`src/rtl/spi_io_expander.sv`:
```
// SPI-slave 8-bit output expander: mode-0 frames of {cmd, data} update io_out.
// Define SPI_IO_EXPANDER_BITOPS_EN to add the SET/CLEAR/TOGGLE commands.
module spi_io_expander #(
    parameter int         SYNC_STAGES = 2,
    parameter logic [7:0] RESET_VALUE = 8'h00
) (
    input  logic [7:0] io_in,
    output logic [7:0] io_out
);

    logic clk;
    logic rst;
    logic ss_pin;
    logic sclk_pin;
    logic mosi_pin;
    logic unused_pins;

    assign clk         = io_in[4];
    assign rst         = io_in[5];
    assign ss_pin      = io_in[0];
    assign sclk_pin    = io_in[1];
    assign mosi_pin    = io_in[3];
    assign unused_pins = ^{io_in[7:6], io_in[2]};

    logic [SYNC_STAGES-1:0] ss_sync;
    logic [SYNC_STAGES-1:0] sclk_sync;
    logic [SYNC_STAGES-1:0] mosi_sync;
    logic                   ss_prev;
    logic                   sclk_prev;
    logic [SYNC_STAGES:0]   settle;

    logic [15:0] shift_reg;
    logic [4:0]  bit_cnt;
    logic        active;

    logic       ss_s;
    logic       sclk_s;
    logic       mosi_s;
    logic       ss_fall;
    logic       ss_rise;
    logic       sclk_rise;
    logic       commit;
    logic [7:0] cmd;
    logic [7:0] data;
    logic [7:0] next_out;

    assign ss_s   = ss_sync[SYNC_STAGES-1];
    assign sclk_s = sclk_sync[SYNC_STAGES-1];
    assign mosi_s = mosi_sync[SYNC_STAGES-1];

    // A falling ss only counts once ss_prev holds a pin-derived level,
    // so ss already low at reset release does not start a frame.
    assign ss_fall   = settle[SYNC_STAGES] & ss_prev & ~ss_s;
    assign ss_rise   = ~ss_prev & ss_s;
    assign sclk_rise = sclk_s & ~sclk_prev;
    assign commit    = ss_rise & active & (bit_cnt == 5'd16);

    assign cmd  = shift_reg[15:8];
    assign data = shift_reg[7:0];

    always_ff @(posedge clk) begin
        if (rst) begin
            ss_sync   <= '1;
            sclk_sync <= '0;
            mosi_sync <= '0;
            ss_prev   <= 1'b1;
            sclk_prev <= 1'b0;
            settle    <= '0;
        end else begin
            ss_sync   <= {ss_sync[SYNC_STAGES-2:0], ss_pin};
            sclk_sync <= {sclk_sync[SYNC_STAGES-2:0], sclk_pin};
            mosi_sync <= {mosi_sync[SYNC_STAGES-2:0], mosi_pin};
            ss_prev   <= ss_s;
            sclk_prev <= sclk_s;
            settle    <= {settle[SYNC_STAGES-1:0], 1'b1};
        end
    end

    always_comb begin
        next_out = io_out;
        case (cmd)
            8'h01: next_out = data;
`ifdef SPI_IO_EXPANDER_BITOPS_EN
            8'h02: next_out = io_out | data;
            8'h03: next_out = io_out & ~data;
            8'h04: next_out = io_out ^ data;
`endif
            default: next_out = io_out;
        endcase
    end

    always_ff @(posedge clk) begin
        if (rst) begin
            shift_reg <= '0;
            bit_cnt   <= '0;
            active    <= 1'b0;
            io_out    <= RESET_VALUE;
        end else begin
            if (ss_fall) begin
                shift_reg <= '0;
                bit_cnt   <= '0;
                active    <= 1'b1;
            end else if (ss_rise) begin
                active <= 1'b0;
            end else if (active && !ss_s && sclk_rise) begin
                shift_reg <= {shift_reg[14:0], mosi_s};
                if (bit_cnt != 5'd17) begin
                    bit_cnt <= bit_cnt + 5'd1;
                end
            end
            if (commit) begin
                io_out <= next_out;
            end
        end
    end

endmodule

```
`config.mk`:
```
export PLATFORM = sky130hd
export DESIGN_NAME = spi_io_expander
export DESIGN_NICKNAME = d
export VERILOG_FILES = /design/src/rtl/spi_io_expander.sv
export SDC_FILE = /design/constraint.sdc
export NUM_CORES = 1
export LEC_CHECK = 0
export ABC_CLOCK_PERIOD_IN_PS = 2000
export CAP_MARGIN = 20
export CORE_MARGIN = 4
export CORE_UTILIZATION = 58
export DETAILED_ROUTE_END_ITERATION = 10
export GPL_ROUTABILITY_DRIVEN = 0
export PLACE_DENSITY = 0.83
export SYNTH_ARGS = -nofsm -noshare
export SYNTH_HDL_FRONTEND = slang
export SYNTH_SLANG_ARGS = --single-unit
export TNS_END_PERCENT = 50
```
`constraint.sdc`:
```
create_clock -name io_in -period 2 [get_ports io_in]
set_input_delay 0.2 -clock io_in [delete_from_list [all_inputs] [get_ports io_in]]
set_output_delay 0.2 -clock io_in [all_outputs]
set_load 0.03 [all_outputs]
```
Yosys cells after proc, flatten, opt, wreduce, memory -nomap -nowiden. Index checks and enable logic that the tools add are counted.

Register bits after elaboration: 41. Input bits: 8. Output and inout bits: 8. Logic and storage cells: 36.

$add $sub $neg: 1. Equality and inequality tests: 3. Mux-type cells: 3. Bitwise gates (word level): 10. Reductions and logical operators: 8.

Operators by type and width (count): equality test 8 x 1 -> 1 bit (second input constant) (1); AND 1 bit (6); adder 5 x 1 -> 5 bit (second input constant) (1); equality test 5 bit (second input constant) (1); != test 5 bit (second input constant) (1); inverter 1 bit (4); AND reduction 2 bit (2); two-way mux 1 bit (3); AND reduction 3 bit (1); logical AND 1 bit (2); nonzero test 2 bit (1); OR reduction 2 bit (1); logical NOT 1 bit (1).

Longest topological paths before layout.
Word-level depth: 5. Mapped depth: 5. Mapped depth without buffers: 5.

Worst setup path before layout. No wires, ideal clock.

Path kind: register to register. From: reg bit_cnt[0]. To: reg io_out[0]. Library setup time: 123 ps. Arrival time: 1167 ps. Data required time: 1877 ps. Slack: 710 ps. Cell stages (with the launch flop): 6. Buffers on the path: 0. Period minus slack after synthesis: 1290 ps. Cells stage by stage: dfxtp_1 -> inv_1 -> ha_1 -> nor4b_2 -> nand4_4 -> mux2i_1.

Cells in the longest elaborated chain, start to end: 3.

Ends and longest elaborated chain: start: declaration (RTL line 33) `logic [4:0] bit_cnt;`; start signal: assignment (RTL line 108) `bit_cnt <= bit_cnt + 5'd1;`; equality test 5 bit (RTL line 56) `assign commit = ss_rise & active & (bit_cnt == 5'd16);`; AND 1 bit (RTL line 56); AND reduction 2 bit (no source line); end signal: assignment (RTL line 112) `io_out <= next_out;`; end: declaration (RTL line 8) `output logic [7:0] io_out`.

Every way passes these cells. A chain may end at the register's enable or synchronous reset.

==> summary.md <==
| Metric | Value |
|---|---|
| First-pass DRT Iterations | `5` |
| Synth unique cells | `21` |
| Avg Cell Area, Syn | `9.232 um^2` |
| Final setup fails | `0` |
| Int Power | `1.623 mW` |
| Simple-gate share of the synthesized area | `0.2743` |
| Sw power | `1.050 mW` |
| Rel. slew slack | `0.6715` |
| Vias in the first global route | `1729` |
| # DRC | `0` |
| Share of cells above drive strength 1 | `0.1196` |
| Placement row count | `18` |
| Setup crit start kind | `clock port` |
| Hold crit path type | `clk -> reg` |
| PD cells | `1423 nW/um^2` |
| Crit path DAT | `between 1.5 and 2 ns` |
| Yosys warnings | `0` |
| Number of I/O pins | `16` |
| Die area | `approximately 3600 um^2` |
| Most common cell after layout, fill and taps aside | `nand2_1` |
| Routed vias/inst | `5.460` |
| Unrepaired setup endpoints after global routing | `no` |
| Inserted Diodes | `0` |
| Sw frac | `0.3928` |
| Synthesized Nets | `180` |
| Sequential fraction of the synthesis area | `0.5261` |
| Pre-CTS WS | `0.02735 ns` |
| Final slew viol count | `0` |
| Initial core utilization | `0.6186` |
| Cell repeated most along the worst path | `clkbuf_4` |
| Die Width | `59.87 um` |
| XOR/XNOR share of the synthesized area | `0` |
| Total routed wirelength | `between 3000 and 4000 um` |
| Worst Path Required | `roughly 2.3 ns` |
| Hold slack | `-0.2512 ns` |
| Post-synthesis register bit count | `41` |
| Post-Syn Area | `1560 um^2` |
| Die H | `59.87 um` |
| Slew at the pin with the worst max-slew slack | `a little under 0.5 ns` |
| Fin. Hold Viols | `8` |
| Worst path max stage delay | `0.23 ns` |
| Largest net degree at the start of global routing | `21` |
| CTS sink cnt | `41` |
| Worst-Skew Late Latency | `roughly 0.35 ns` |
| Leak | `0.7410 nW` |
| Logic pwr share | `0` |
| Fillers | `roughly 180` |
| Area delta synth->final | `20.37%` |
| Post-CTS Resized | `0` |
| Status | `finished, violations left` |
| First-pass GRT wire length | `5589 um` |
| Routed vias | `~1300` |
| Setup TNS | `0 ns` |
| CP max-delay cell | `a21oi_1` |
| Most frequent cells in the layout | `49 x nand2_1, 41 x dfxtp_1, 27 x inv_1` |
| Clk slew on worst S/H paths | `around 0.12 ns` |
| Drt wl/cell | `13.58 um` |
| Post-synthesis mux area share | `0.06415` |
| Final ANT Viol Nets | `0` |
| Drt initial violations | `61` |
| Crit path max fanout | `19` |
| Failing checks | `negative hold slack` |
| CTS Hold Bufs | `0` |
| CP Capture Type | `register` |
| Sequential share of power | `0.342` |
| Total GRT Usage | `0.2249` |
| Largest family of logic cells by synthesized area | `simple AND/OR/NAND/NOR gates` |
| Gr ovfl total | `0` |
| Compound-Gate Fraction of Synth Area | `0.07698` |
| Worst vdd ir | `0.001088 V` |
| Adder-cell area share of the yosys netlist | `0.02406` |
| CTS tree | `yes` |
| Number of setup buffers added after CTS | `0` |
| I/O Buffers | `8` |
| DP HPWL | `1893 um` |
| Gate Count Post-Synth | `between 150 and 200` |
| Initial antenna violation count | `0` |
| Clk pwr share | `0.658` |
| Max Cap Viol | `0` |
| Worst Clk Skew | `0.01925 ns` |
| Fin nets | `217` |
| Worst setup margin | `0.3225 ns` |
| Critical path, cell by cell | `clkbuf_4, clkbuf_4, clkbuf_4, inv_1, nand2_2, a21oi_1` |
| Core area | `around 2500 um^2` |
| CP Class | `clk -> reg` |
| Largest register FFs | `16` |
## worst max-delay path, delay by kind of cell
| family | cells | cell delay, ns |
|---|---|---|
| buffers and inverters | 4 | 0.51 |
| AND/OR/NAND/NOR | 1 | 0.21 |
| AO/OA/AOI/OAI | 1 | 0.23 |
## metal layers
metal / routed length [um] / vias up / track usage / part of all wire
li1: - / 640 / - / -
met1: 1265 / 605 / 0.1620 / 0.39
met2: 1625 / 44 / 0.2546 / 0.50
met3: 243 / 16 / 0.2354 / 0.075
met4: 110 / 0 / 0.3418 / 0.034
met5: 0 / - / 0 / 0
## kinds of logic (layout without fill, tap and decap cells)
logic type | count (synthesis) | after routing
mux | 10 | 10
fa+ha+maj | 3 | 3
buf+inv | 13 | 53
flops | 41 | 41
simple gates | 78 | 78
compound gates | 24 | 24
## cell usage after synthesis
library cell | count | share of area
nand2_1 | 50 | 0.12
dfxtp_1 | 41 | 0.53
a21oi_1 | 20 | 0.064
mux2i_1 | 10 | 0.064
nor2b_1 | 7 | 0.028
inv_1 | 5 | 0.012
buf_2 | 4 | 0.013
clkbuf_1 | 4 | 0.0096
nand3_1 | 4 | 0.013
o21ai_0 | 4 | 0.013
ha_1 | 3 | 0.024
nand3b_1 | 3 | 0.014
and4bb_2 | 2 | 0.016
nand4_1 | 2 | 0.0080
nand4bb_1 | 2 | 0.014
nor4b_2 | 2 | 0.019
or2_2 | 2 | 0.0080
nand4_4 | 1 | 0.014
nor3b_2 | 1 | 0.0080
nor4bb_1 | 1 | 0.0064
or4_1 | 1 | 0.0048
## power by group through the flow
| stage | combinational (mW) | clock [mW] | sequential (mW) |
|---|---|---|---|
| final | 0.000000118 | 1.76 | 0.913 |
| after global routing | 0.000000118 | 2.06 | 0.914 |
| after CTS | 0.000000118 | 1.81 | 0.914 |
| after detailed placement | 0.000000118 | 0.586 | 0.940 |
| after global placement | 0.000000118 | 0.586 | 0.940 |
| after floorplan | 0.000000104 | 0.673 | 0.940 |
## final timing paths
path	from	to	slack, ns	cells after the start
worst min-delay path	io_in[0]	ss_sync[0]	-0.25	1
worst min register to register	ss_sync[0]	ss_sync[1]	0.43	1
worst max register to register	bit_cnt[1]	bit_cnt[2]	0.48	5
worst max-delay path	io_in[5]	bit_cnt[1]	0.32	6
## final cells by class
| cell class | count | area (um^2) | share of cell area |
|---|---|---|---|
| clock buffers | 13 | 93.84 | 0.04997 |
| clock inverters | 27 | 135.1 | 0.07195 |
| inverters | 4 | 15.01 | 0.007995 |
| multi-input cells | 115 | 688.2 | 0.3664 |
| flip-flops and latches | 41 | 820.8 | 0.4370 |
| well taps | 30 | 37.54 | 0.01999 |
| repair buffers | 9 | 87.58 | 0.04664 |
## stage by stage
stage,power [mW],cell area [um^2],hold WS [ns],cells,utilization
after floorplan,1.613,1560,0.1038,169,-
after global placement,1.526,1650,0.06907,200,0.6543
after detailed placement,1.526,1650,0.06907,200,0.6543
after CTS,2.720,1876,-0.2644,239,0.7436
after global routing,2.973,1878,-0.2814,239,0.7445
final,2.673,1878,-0.2512,239,0.7445
(Power assumes the default switching activity.)
